[config.mk]
export PLATFORM = sky130hd
export DESIGN_NAME = regfile_param
export DESIGN_NICKNAME = d
export VERILOG_FILES = /design/src/rtl/regfile_pkg.sv /design/src/rtl/regfile_clear_fsm.sv /design/src/rtl/regfile_param.sv
export SDC_FILE = /design/constraint.sdc
export NUM_CORES = 1
export LEC_CHECK = 0
export ABC_AREA = 1
export CAP_MARGIN = 10
export CORE_AREA = 5 5 132 109
export DETAILED_ROUTE_END_ITERATION = 7
export DIE_AREA = 0 0 137 114
export GPL_TIMING_DRIVEN = 0
export PLACE_DENSITY_LB_ADDON = 0.2
export SKIP_CTS_REPAIR_TIMING = 1
export SLEW_MARGIN = 20
export SYNTH_ARGS = -nofsm -noshare
export SYNTH_HDL_FRONTEND = slang
export SYNTH_SLANG_ARGS = --single-unit
[constraint.sdc]
create_clock -name clk -period 3.1 [get_ports clk]
set_clock_uncertainty 0.1 [all_clocks]
set_input_delay 0.62 -clock clk [delete_from_list [all_inputs] [get_ports clk]]
set_output_delay 0.62 -clock clk [all_outputs]
set_load 0.02 [all_outputs]
[src/rtl/regfile_pkg.sv]
// Shared types and constants for the parametrised register file.
package regfile_pkg;

   typedef enum logic [0:0] {
      IDLE,
      CLEAR
   } rf_state_t;

   localparam int unsigned RF_ZERO_ADDR = 0;

endpackage

[src/rtl/regfile_clear_fsm.sv]
// Sweep-clear sequencer: owns the IDLE/CLEAR state, the sweep counter and the
// write accept/drop decision for the register file.
module regfile_clear_fsm
   import regfile_pkg::*;
#(
   parameter int unsigned ADDR_W = 3
) (
   input  logic              clk,
   input  logic              rst_n,
   input  logic              we3,
   input  logic [ADDR_W-1:0] wa3,
   input  logic              clr_start,
   output logic              clr_en,
   output logic [ADDR_W-1:0] clr_addr,
   output logic              wr_ok,
   output logic              wr_drop,
   output logic              busy
);

   localparam int unsigned DEPTH = 2 ** ADDR_W;
   localparam logic [ADDR_W-1:0] LAST_ADDR = ADDR_W'(DEPTH - 1);
   localparam logic [ADDR_W-1:0] ZERO_ADDR = ADDR_W'(RF_ZERO_ADDR);

   rf_state_t         state_q, state_d;
   logic [ADDR_W-1:0] cnt_q, cnt_d;
   logic              drop_q, drop_d;
   logic              wr_req;

   assign wr_req = we3 && (wa3 != ZERO_ADDR);

   always_comb begin
      state_d  = state_q;
      cnt_d    = cnt_q;
      clr_en   = 1'b0;
      clr_addr = cnt_q;
      wr_ok    = 1'b0;
      drop_d   = 1'b0;
      unique case (state_q)
         IDLE: begin
            wr_ok  = wr_req && !clr_start;
            drop_d = wr_req && clr_start;
            if (clr_start) begin
               state_d = CLEAR;
               cnt_d   = ADDR_W'(1);
            end
         end
         CLEAR: begin
            clr_en = 1'b1;
            drop_d = wr_req;
            // Full-range counter wraps back to 0 as the last entry is cleared.
            cnt_d  = cnt_q + ADDR_W'(1);
            if (cnt_q == LAST_ADDR) begin
               state_d = IDLE;
            end
         end
         default: begin
            state_d = IDLE;
            cnt_d   = '0;
         end
      endcase
   end

   always_ff @(posedge clk or negedge rst_n) begin
      if (!rst_n) begin
         state_q <= IDLE;
         cnt_q   <= '0;
         drop_q  <= 1'b0;
      end else begin
         state_q <= state_d;
         cnt_q   <= cnt_d;
         drop_q  <= drop_d;
      end
   end

   assign busy    = (state_q == CLEAR);
   assign wr_drop = drop_q;

endmodule

[src/rtl/regfile_param.sv]
// DEPTH x DATA_W register file, one write and two read ports, R0 reads zero.
// Optional same-cycle write forwarding when WRITE_BYPASS_EN is defined.
module regfile_param
   import regfile_pkg::*;
#(
   parameter int unsigned DATA_W = 8,
   parameter int unsigned ADDR_W = 3
) (
   input  logic              clk,
   input  logic              rst_n,
   input  logic              we3,
   input  logic [ADDR_W-1:0] wa3,
   input  logic [DATA_W-1:0] wd3,
   input  logic [ADDR_W-1:0] ra1,
   input  logic [ADDR_W-1:0] ra2,
   output logic [DATA_W-1:0] rd1,
   output logic [DATA_W-1:0] rd2,
   input  logic              clr_start,
   output logic              busy,
   output logic              wr_drop
);

   localparam int unsigned DEPTH = 2 ** ADDR_W;
   localparam logic [ADDR_W-1:0] ZERO_ADDR = ADDR_W'(RF_ZERO_ADDR);

   logic [DATA_W-1:0] regs_q [DEPTH];
   logic              clr_en;
   logic [ADDR_W-1:0] clr_addr;
   logic              wr_ok;
   logic [DATA_W-1:0] rd1_arr, rd2_arr;

   regfile_clear_fsm #(
      .ADDR_W (ADDR_W)
   ) u_clear_fsm (
      .clk       (clk),
      .rst_n     (rst_n),
      .we3       (we3),
      .wa3       (wa3),
      .clr_start (clr_start),
      .clr_en    (clr_en),
      .clr_addr  (clr_addr),
      .wr_ok     (wr_ok),
      .wr_drop   (wr_drop),
      .busy      (busy)
   );

   // wr_ok is only ever raised in IDLE, so it never collides with a sweep write.
   always_ff @(posedge clk or negedge rst_n) begin
      if (!rst_n) begin
         for (int i = 0; i < DEPTH; i++) begin
            regs_q[i] <= '0;
         end
      end else if (wr_ok) begin
         regs_q[wa3] <= wd3;
      end else if (clr_en) begin
         regs_q[clr_addr] <= '0;
      end
   end

   assign rd1_arr = (ra1 == ZERO_ADDR) ? '0 : regs_q[ra1];
   assign rd2_arr = (ra2 == ZERO_ADDR) ? '0 : regs_q[ra2];

`ifdef WRITE_BYPASS_EN
   assign rd1 = (wr_ok && (ra1 == wa3)) ? wd3 : rd1_arr;
   assign rd2 = (wr_ok && (ra2 == wa3)) ? wd3 : rd2_arr;
`else
   assign rd1 = rd1_arr;
   assign rd2 = rd2_arr;
`endif

endmodule

# == After elaboration in Yosys (flattened, before gate mapping) ==
# Cells that the tools add are included.
# word_totals
reg_bits,69
# classes
eq_ne,2
n_bitwise,7
addsub,1
magnitude_cmp,6
mux,23
reduce_logical,10
# ops
cell,count
two-way mux 64 bit,2
AND 64 bit,1
bitwise mux 64 bit,1
two-way mux 8 bit,8
NOT 64 bit,1
binary-select mux 8 bit (select 3 bit),2
demux 8 bit (select 3 bit),2
">= comparator 4 bit, second input constant",4
NOT 3 -> 4 bit,4
"less-than comparator 4 x 1 -> 1 bit, second input constant",2
logical NOT 3 bit,2
one-hot mux 3 bit (2 select lines),1
logical AND 1 bit,5
two-way mux 1 bit,4
one-hot mux 1 bit (2 select lines),2
"adder 3 x 1 -> 3 bit, second input constant",1
"equality test 3 bit, second input constant",1
two-way mux 3 bit,1
nonzero test 3 bit,1
"inequality test 2 bit, second input constant",1
nonzero test 2 bit,1
logical NOT 1 bit,1
NOT 1 bit,1

# == Longest topological paths before layout ==
# Gate-level depths: netlist of the first run.
# depth
ltp_word,9
ltp_mapped,8
depth_no_buf,7

# == Modules after synthesis ==
# Synthesis of the first run repeated with hierarchy kept, for this count alone.
# hier_totals
hier_cells,698
hier_area_um2,4329.2
# modules_own_cells
module,cells_each,area_per_inst_um2,instances
regfile_param,672,4091.4,1
regfile_clear_fsm,26,237.7,1

# == Worst setup path before layout of the first run ==
# Ideal clock, no wire load.
# synth_path
kind,input-to-output
startpoint,input ra1[1]
endpoint,output rd1[5]
n_path_buf,2
cell_stages,6
arrival_ps,1560
setup_slack_ps,820
cell_sequence,buf_2 -> clkbuf_1 -> nand3_1 -> nand3_1 -> nand2_1 -> nor2_1
# synth_between
elab_chain_cells,5
elab_cells_between_ends,6
cone_classes,mux (4); bitwise (1); reduce/logical (1)
# synth_rtl
element,line,text
"start, declared",regfile_param.sv:14,"input logic [ADDR_W-1:0] ra1,"
NOT 3 -> 4 bit (implied by the code),regfile_param.sv:60,assign rd1_arr = (ra1 == ZERO_ADDR) ? '0 : regs_q[ra1];
binary-select mux 8 bit (select 3 bit),regfile_param.sv:60,
two-way mux 8 bit (implied by the code) (2 in a row),regfile_param.sv:60,
two-way mux 8 bit (*),regfile_param.sv:60,
"end, declared",regfile_param.sv:16,"output logic [DATA_W-1:0] rd1,"
# Every way passes the cells marked *; elsewhere a longest branch is shown, timed or not. The select of a mux whose other input is x is not followed.

# == Final worst setup path of the first run ==
# layout_path
startpoint,input ra1[1]
endpoint,output rd1[0]
# Same word-level chain as after synthesis.

==> reports/metrics.cfg, run 1 <==
[status]
status = complete, no violations

[worst_setup_path]
worst_setup_path_start_kind = input pin
crit_arrival_ns = 2.28
crit_slowest_cell = clkdlybuf4s50_1
r2r-end = regs_q[44]$_DFFE_PN0P_
reg2reg_slack_ns = 1.49
crit_path_end_kind = output pin
crit_type = input pin to output pin
crit_chain = buf_2, clkinv_1, nand2_1, nand2_1, nor2_1, clkdlybuf4s50_1
worstReg2RegStart = u_clear_fsm.busy$_DFF_PN0_
worstPathRequired_ns = 2.38
cpPeakStageDelay_ns = 0.64
crit_top_cell = nand2_1
reg2reg_depth = 4
cp.depth = 6
path_delay_family = buffers and inverters
critical_path_buf_inv_count = 3
path_max_fanout = 8

[global_route]
busiest_layer = met1
met1_usage = 0.3114
first_global_vias = 4128
overflow = 0
grt_first_pass_wirelength_um = 23700
antenna_found_initial = 0
grt_use_met3 = 0.04497
grt_usage = 0.2031
grt_max_degree = 49
grtUsageMet2 = 0.2774

[cts]
clock_sinks = 69
clk_root_buffer_cell = clkbuf_16
clk-insertion-delay-late_ns = 0.34
ctsLongestPathBuffers = 2
cts-htree-levels = 3
clk_pin_slew_ns = 0.07
numCtsBuffers = 9
cts_tree = yes

[synthesis]
yosysTopAreaCell = dfrtp_1
synth.net_count = 707
synthesis.area_um2 = 4394
avgSynthCellArea_um2 = 6.424
ys_warn_count = 0
synthCells = 684
synth_seq_cells = 69
synth_top_area_share = 0.3929
synth_area_leaders = dfrtp_1 (39%), nand2_1 (22%), nand3_1 (19%)
synth.distinct_cells = 18
synth_seq_area_share = 0.3929

[detailed_routing]
drc = 0
dr.pass1.iters = 7
post_drt_wl_per_cell_um = 17.02
first_iter_violations = 507
drt_wl_total_um = 15520
route.vias.total = 4524
viasPerCell = 4.961
postRouteAntennaNets = 0

[place]
dp.cells = 896
dpl_cell_area_um2 = 4955
dp_hpwl_um = 11550
dpl_worst_slack_ns = -0.001557
port_buffers = 31
routabilityCongestion = 0.9520

[cells_and_area]
area_growth_pct = 20.10
n_antenna_cell = 0
final_area_um2 = 5278
fin_cells = 912
final_nets = 750
layout-drive-gt1-share = 0.07923

[sta]
slew_headroom = 0.6067
worst_slew_pin_slew_ns = 0.5882
fin_crit_sh = 0.9688
period_minus_slack_ns = 3.003
rsz0062_at_grt = false
drv_slew = 0
hold_violations = 0
max_freq_mhz = 333.0
worst_slack_ns = 0.09662
setup-violations-final = 0

[floorplan]
start_util = 0.3361
num_rows = 38
core-area_um2 = 13080
die-area_um2 = 15620
die_h_um = 114
die_w_um = 137
boundaryPins = 39

[run]
drv_cap = 0

[power_and_ir_drop]
p_leak_nw = 2.993
ir_worst_vdd_uv = 442.1
power_density_nw_per_um2 = 580.1

[min_path]
hold_class = input pin to asynchronous set/reset pin

==> layout by cell type (no fill, tap or decap) <==
cell and instances:
inv_2 6, clkbuf_16 9, dfrtp_1 69, buf_4 1, nand3_1 169, nand2_2 6
nand4_1 5, nor2_1 39, clkbuf_2 4, o21ai_0 2, clkbuf_4 2, buf_16 1
buf_2 11, dlymetal6s2s_1 1, nor2_4 6, clkbuf_8 1, clkinv_1 2, ha_1 2
nand4_2 1, bufinv_16 1, inv_6 2, clkinv_4 1, buf_1 1, inv_1 85
clkinvlp_4 1, clkinv_2 1, nand2_1 262, clkbuf_1 6, clkdlybuf4s50_1 29, buf_6 4
a21oi_1 2
==> logic make-up after synthesis <==
group,Yosys count,synth area share
AOI/OAI and AO/OA,4,0.004556
buffers and inverters,121,0.1139
and+or+nand+nor,488,0.4829
DFF,69,0.3929
adders and majority gates,2,0.005694
==> area by class of cell <==
| cell class | instances | area, µm² |
|---|---|---|
| Multi-Input combinational cell | 494 | 2170 |
| Clock inverter | 6 | 68.82 |
| Sequential cell | 69 | 1727 |
| Tap cell | 180 | 225.2 |
| Inverter | 93 | 349.1 |
| Clock buffer | 10 | 239.0 |
| Timing Repair Buffer | 32 | 337.8 |
| Buffer | 28 | 161.4 |
| Fill cell | 1415 | 7797 |
==> worst max-delay path by stage <==
stage                       from                             endpoint  slack, ns
after floorplan           ra1[1]                               rd1[5]       0.82
after detailed placement  ra2[1]                               rd2[7]     -0.002
after CTS                 ra2[0]                               rd2[1]      -0.03
final                     ra1[1]                               rd1[0]        0.1
after global placement     rst_n  u_clear_fsm.clr_addr[2]$_DFFE_PN0P_      -1.09
after global routing      ra2[1]                               rd2[4]       0.01
==> synthesized netlist by cell type <==
cell type	n
nand3_1	169
inv_2	6
buf_2	13
nand2_1	263
nand4_1	5
buf_1	2
nor2_4	6
o21ai_0	2
dfrtp_1	69
nor2_1	39
a21oi_1	2
clkinv_1	2
buf_6	4
nand4_2	1
inv_1	85
nand2_2	5
clkbuf_1	9
ha_1	2
==> registers in the layout, summed over array words and instances, names as in the netlist <==
name	cells
u_clear_fsm.busy	1
u_clear_fsm.clr_addr	3
regs_q	64
u_clear_fsm.wr_drop	1
==> where the power goes <==
part / internal (W) / switching [W] / total [W] / leakage, nW
sequential: 0.00102 / 0.0000896 / 0.00111 / 0.947
combinational: 0.000270 / 0.000591 / 0.000861 / 1.90
clock: 0.000651 / 0.000436 / 0.00109 / 0.149
total: 0.00195 / 0.00112 / 0.00306 / 2.99
==> stage by stage <==
stage	hold slack [ns]	power [W]	setup TNS (ns)	util
2_1_floorplan	0.2244	0.001642	0	-
3_3_place_gp	0.3511	0.001959	-74.90	0.3770
3_5_place_dp	0.3584	0.001980	-0.001557	0.3789
4_1_cts	0.07106	0.003080	-0.04096	0.4025
5_1_grt	0.09346	0.003225	0	0.4036
6_report	0.07086	0.003062	0	0.4036
==> layer usage <==
metal,up-vias,share of wire,wire [µm]
met2,189,0.41,6294
met1,2088,0.49,7615
met3,25,0.081,1257
li1,2222,-,-
met5,-,0,0
met4,0,0.023,352
No activity file was read; power rests on OpenSTA's default activity.
==> run 2, diff against run 1 <==
RECOVER_POWER = 100   (was unset)
==> reports/metrics.cfg, run 2 (same netlist as run 1, synthesis figures left out) <==
[status]
status = complete, no violations

[cells_and_area]
largest_reg_flops = 64
most-common-layout-cells = nand2_1 (265), nand3_1 (169), inv_1 (90)
layout_commonest_cell = nand2_1
area_growth_pct = 18.48
top_register = regs_q
final_nets = 750
fin_cells = 912
layout-drive-gt1-share = 0.06011
n_antenna_cell = 0

[min_path]
hold_class = flop to flop
min_path_cells = 2
holdPathEnd = regs_q[63]$_DFFE_PN0P_
worstHoldStart = regs_q[63]$_DFFE_PN0P_

[power_and_ir_drop]
p_int_w = 0.001933
power_frac_clock = 0.357
switchingPower_w = 0.001115
power_density_nw_per_um2 = 585.5
p_leak_nw = 2.972
swShare = 0.3657
ir_worst_vdd_uv = 436.0
p_seq_frac = 0.365
combPwrFrac = 0.278

[sta]
fin_crit_sh = 0.9706
setup-violations-final = 0
tns_ns = 0
worst_slew_pin_slew_ns = 1.235
slew_headroom = 0.1769
max_freq_mhz = 332.4
hold_violations = 0
period_minus_slack_ns = 3.009
drv_slew = 0
rsz0062_at_grt = false

[cts]
numCtsBuffers = 9
cts-htree-levels = 3
clk-insertion-delay-late_ns = 0.34
cts_tree = yes
clock_sinks = 69
ctsLongestPathBuffers = 2
clk_pin_slew_ns = 0.06
clk_root_buffer_cell = clkbuf_16

[floorplan]
boundaryPins = 39
start_util = 0.3361
num_rows = 38
die_w_um = 137
die-area_um2 = 15620
core-area_um2 = 13080
die_h_um = 114

[worst_setup_path]
worst_setup_path_start_kind = input pin
crit_path_end_kind = output pin
reg2reg_depth = 6
worstPathRequired_ns = 2.38
reg2reg_slack_ns = 0.83
r2r-end = regs_q[28]$_DFFE_PN0P_
crit_arrival_ns = 2.29
worstReg2RegStart = u_clear_fsm.busy$_DFF_PN0_
path_max_fanout = 8
crit_type = input pin to output pin

[detailed_routing]
postRouteAntennaNets = 0
route.vias.total = 4532
dr.pass1.iters = 5
viasPerCell = 4.969
first_iter_violations = 490
drt_wl_total_um = 15550
drc = 0
post_drt_wl_per_cell_um = 17.05

[place]
dp.cells = 896
dp_hpwl_um = 11550
port_buffers = 31
routabilityCongestion = 0.9520

[global_route]
grt_max_degree = 49
grt_usage = 0.2031
antenna_found_initial = 0
grt_first_pass_wirelength_um = 23700
first_global_vias = 4128
overflow = 0

[run]
drv_cap = 0

==> run 2: worst max path at each step <==
stage,from,to,slack [ns]
floorplan,ra1[1],rd1[5],0.82
detailed placement,ra2[1],rd2[7],-0.002
global placement,rst_n,u_clear_fsm.clr_addr[2]$_DFFE_PN0P_,-1.09
global route,ra2[1],rd2[4],0.01
finish,ra1[1],rd1[0],0.09
CTS,ra2[0],rd2[1],-0.03
==> run 2: area by class of cell <==
cell class | instances | area (µm²)
Sequential cell | 69 | 1727
Tap cell | 180 | 225.2
Fill cell | 1423 | 7869
Clock buffer | 10 | 239.0
Buffer | 28 | 138.9
Timing Repair Buffer | 32 | 311.5
Inverter | 93 | 349.1
Clock inverter | 6 | 68.82
Multi-Input combinational cell | 494 | 2147
==> run 2: per-stage QoR <==
step	power (W)	hold slack [ns]	instance area, µm²	setup WS [ns]	utilization
after global routing	0.003207	0.3928	5206	0.01144	0.3982
after global placement	0.001959	0.3511	4930	-1.093	0.3770
after floorplan	0.001642	0.2244	4394	0.8203	-
final	0.003048	0.3721	5206	0.09123	0.3982
after detailed placement	0.001980	0.3584	4955	-0.001557	0.3789
after CTS	0.003080	0.07106	5263	-0.02842	0.4025
==> run 2: metal layers <==
metal	global-route usage	part of all wire	wire, µm
met5	0	0	0
met2	0.2774	0.42	6476
met1	0.3114	0.50	7799
met4	0.07048	0.021	330
met3	0.04497	0.061	948
==> run 2: power groups by stage <==
stage / sequential [W] / clock [W] / combinational, W
after floorplan: 0.00111 / 0 / 0.000534
after global placement: 0.00112 / 0 / 0.000835
after detailed placement: 0.00113 / 0 / 0.000853
after CTS: 0.00111 / 0.00111 / 0.000856
after global routing: 0.00113 / 0.00114 / 0.000945
final: 0.00111 / 0.00109 / 0.000847
==> run 2: critical path: stages <==
cell and delay, ns:
buf_2 0.18, clkinv_1 0.25, nand2_1 0.31, nand2_1 0.10
nor2_1 0.18, clkdlybuf4s50_1 0.64
==> run 3, diff against run 2 <==
CAP_MARGIN = 30   (was 10)
SLEW_MARGIN = 0   (was 20)
==> reports/metrics.cfg, run 3 (same netlist as run 1, synthesis figures left out) <==
[status]
status = finished, violations left
violations = max-capacitance violations, max-slew violations

[floorplan]
start_util = 0.3361
die-area_um2 = 15620
die_w_um = 137
boundaryPins = 39
core-area_um2 = 13080
num_rows = 38
die_h_um = 114

[place]
dp_hpwl_um = 11430
routabilityCongestion = 0.9520
port_buffers = 31
dpl_cell_area_um2 = 4927

[cts]
cts_tree = yes
ctsLongestPathBuffers = 2
numCtsBuffers = 9
clock_sinks = 69
clk_root_buffer_cell = clkbuf_16
clk_pin_slew_ns = 0.06
cts-htree-levels = 3
clk-insertion-delay-late_ns = 0.34

[sta]
worst_slew_pin_slew_ns = 1.771
drv_slew = 70
hold_violations = 0
max_freq_mhz = 329.8
fin_crit_sh = 0.9781
tns_ns = 0
period_minus_slack_ns = 3.032
rsz0062_at_grt = false
setup-violations-final = 0
slew_headroom = -0.1806

[power_and_ir_drop]
switchingPower_w = 0.001103
p_seq_frac = 0.359
power_density_nw_per_um2 = 592.7
power_frac_clock = 0.368
swShare = 0.3566
p_leak_nw = 2.973
p_int_w = 0.001991
combPwrFrac = 0.273
ir_worst_vdd_uv = 481.5

[cells_and_area]
most-common-layout-cells = nand2_1 (266), nand3_1 (169), inv_1 (90)
largest_reg_flops = 64
area_growth_pct = 18.79
nFillCells = 1438
final_area_um2 = 5220
layout_commonest_cell = nand2_1
final_nets = 750
top_register = regs_q
n_antenna_cell = 0
layout-drive-gt1-share = 0.06148

[worst_setup_path]
critPathLaunch = ra2[1]
reg2reg_depth = 6
path_max_fanout = 8
crit_arrival_ns = 2.31
worstPathRequired_ns = 2.38
crit_path_end_kind = output pin
worst_setup_path_start_kind = input pin
crit_type = input pin to output pin
r2r-end = regs_q[11]$_DFFE_PN0P_
worstReg2RegStart = u_clear_fsm.busy$_DFF_PN0_
reg2reg_slack_ns = 0.79

[global_route]
grt_usage = 0.2032
grt_first_pass_wirelength_um = 23870
overflow = 0
antenna_found_initial = 0
first_global_vias = 4178
grt_max_degree = 70

[min_path]
worstHoldStart = regs_q[56]$_DFFE_PN0P_
holdPathEnd = regs_q[56]$_DFFE_PN0P_
hold_class = flop to flop
min_path_cells = 2

[detailed_routing]
postRouteAntennaNets = 0
route.vias.total = 4520
first_iter_violations = 457
post_drt_wl_per_cell_um = 17.00
drt_wl_total_um = 15510
drc = 0
viasPerCell = 4.956
dr.pass1.iters = 6

[run]
drv_cap = 1

run 3: cell count changes in the layout (fill, tap and decap cells not counted), sizes merged:
cell / change
buf: +1
bufinv: +1
clkbuf: -2
dlygate4sd3: +1
dlymetal6s2s: -1
run 3: worst max-delay path by stage:
stage                                     endpoint  slack (ns)  cells after the start
5_1_grt                                     rd2[5]       0.004                      6
3_3_place_gp   u_clear_fsm.clr_addr[2]$_DFFE_PN0P_       -1.09                      1
6_report                                    rd2[6]        0.07                      6
4_1_cts                                     rd2[7]       -0.01                      7
3_5_place_dp                                rd2[7]       -0.01                      7
2_1_floorplan                               rd1[5]        0.82                      6
run 3: metrics by stage:
stage	setup WS, ns	hold WS [ns]	cells	utilization	total power, W
4_1_cts	-0.01472	0.3465	911	0.4014	0.003123
6_report	0.06781	0.3734	912	0.3992	0.003094
3_5_place_dp	-0.01072	0.3651	895	0.3768	0.001976
2_1_floorplan	0.8203	0.2244	684	-	0.001642
3_3_place_gp	-1.093	0.3511	895	0.3770	0.001959
5_1_grt	0.003543	0.3910	912	0.3992	0.003260
run 3: area by class of cell:
cell class	instances	area, µm²	share of cell area
Inverter	93	352.8	0.06759
Clock inverter	7	96.34	0.01846
Timing Repair Buffer	32	312.8	0.05992
Clock buffer	9	225.2	0.04314
Buffer	28	136.4	0.02613
Multi-Input combinational cell	494	2145	0.4108
Sequential cell	69	1727	0.3308
Tap cell	180	225.2	0.04314
run 3: metal layers:
layer  up-vias  GRT usage  wire [µm]
li1       2224          -          -
met1      2096     0.3086       7742
met2       181     0.2881       6368
met3        19    0.04806       1127
met4         0    0.05186        267
met5         -          0          0
run 3: power groups by stage:
stage | logic (W) | registers [W] | clock network, W
2_1_floorplan | 0.000534 | 0.00111 | 0
3_3_place_gp | 0.000835 | 0.00112 | 0
3_5_place_dp | 0.000849 | 0.00113 | 0
4_1_cts | 0.000853 | 0.00111 | 0.00116
5_1_grt | 0.000948 | 0.00113 | 0.00118
6_report | 0.000845 | 0.00111 | 0.00114
run 3: worst max-delay path, cell delays in order:
cell and delay, ns:
buf_2 0.18, clkinv_1 0.26, nand2_1 0.34, nand2_1 0.09, nor2_1 0.17, clkdlybuf4s50_1 0.64
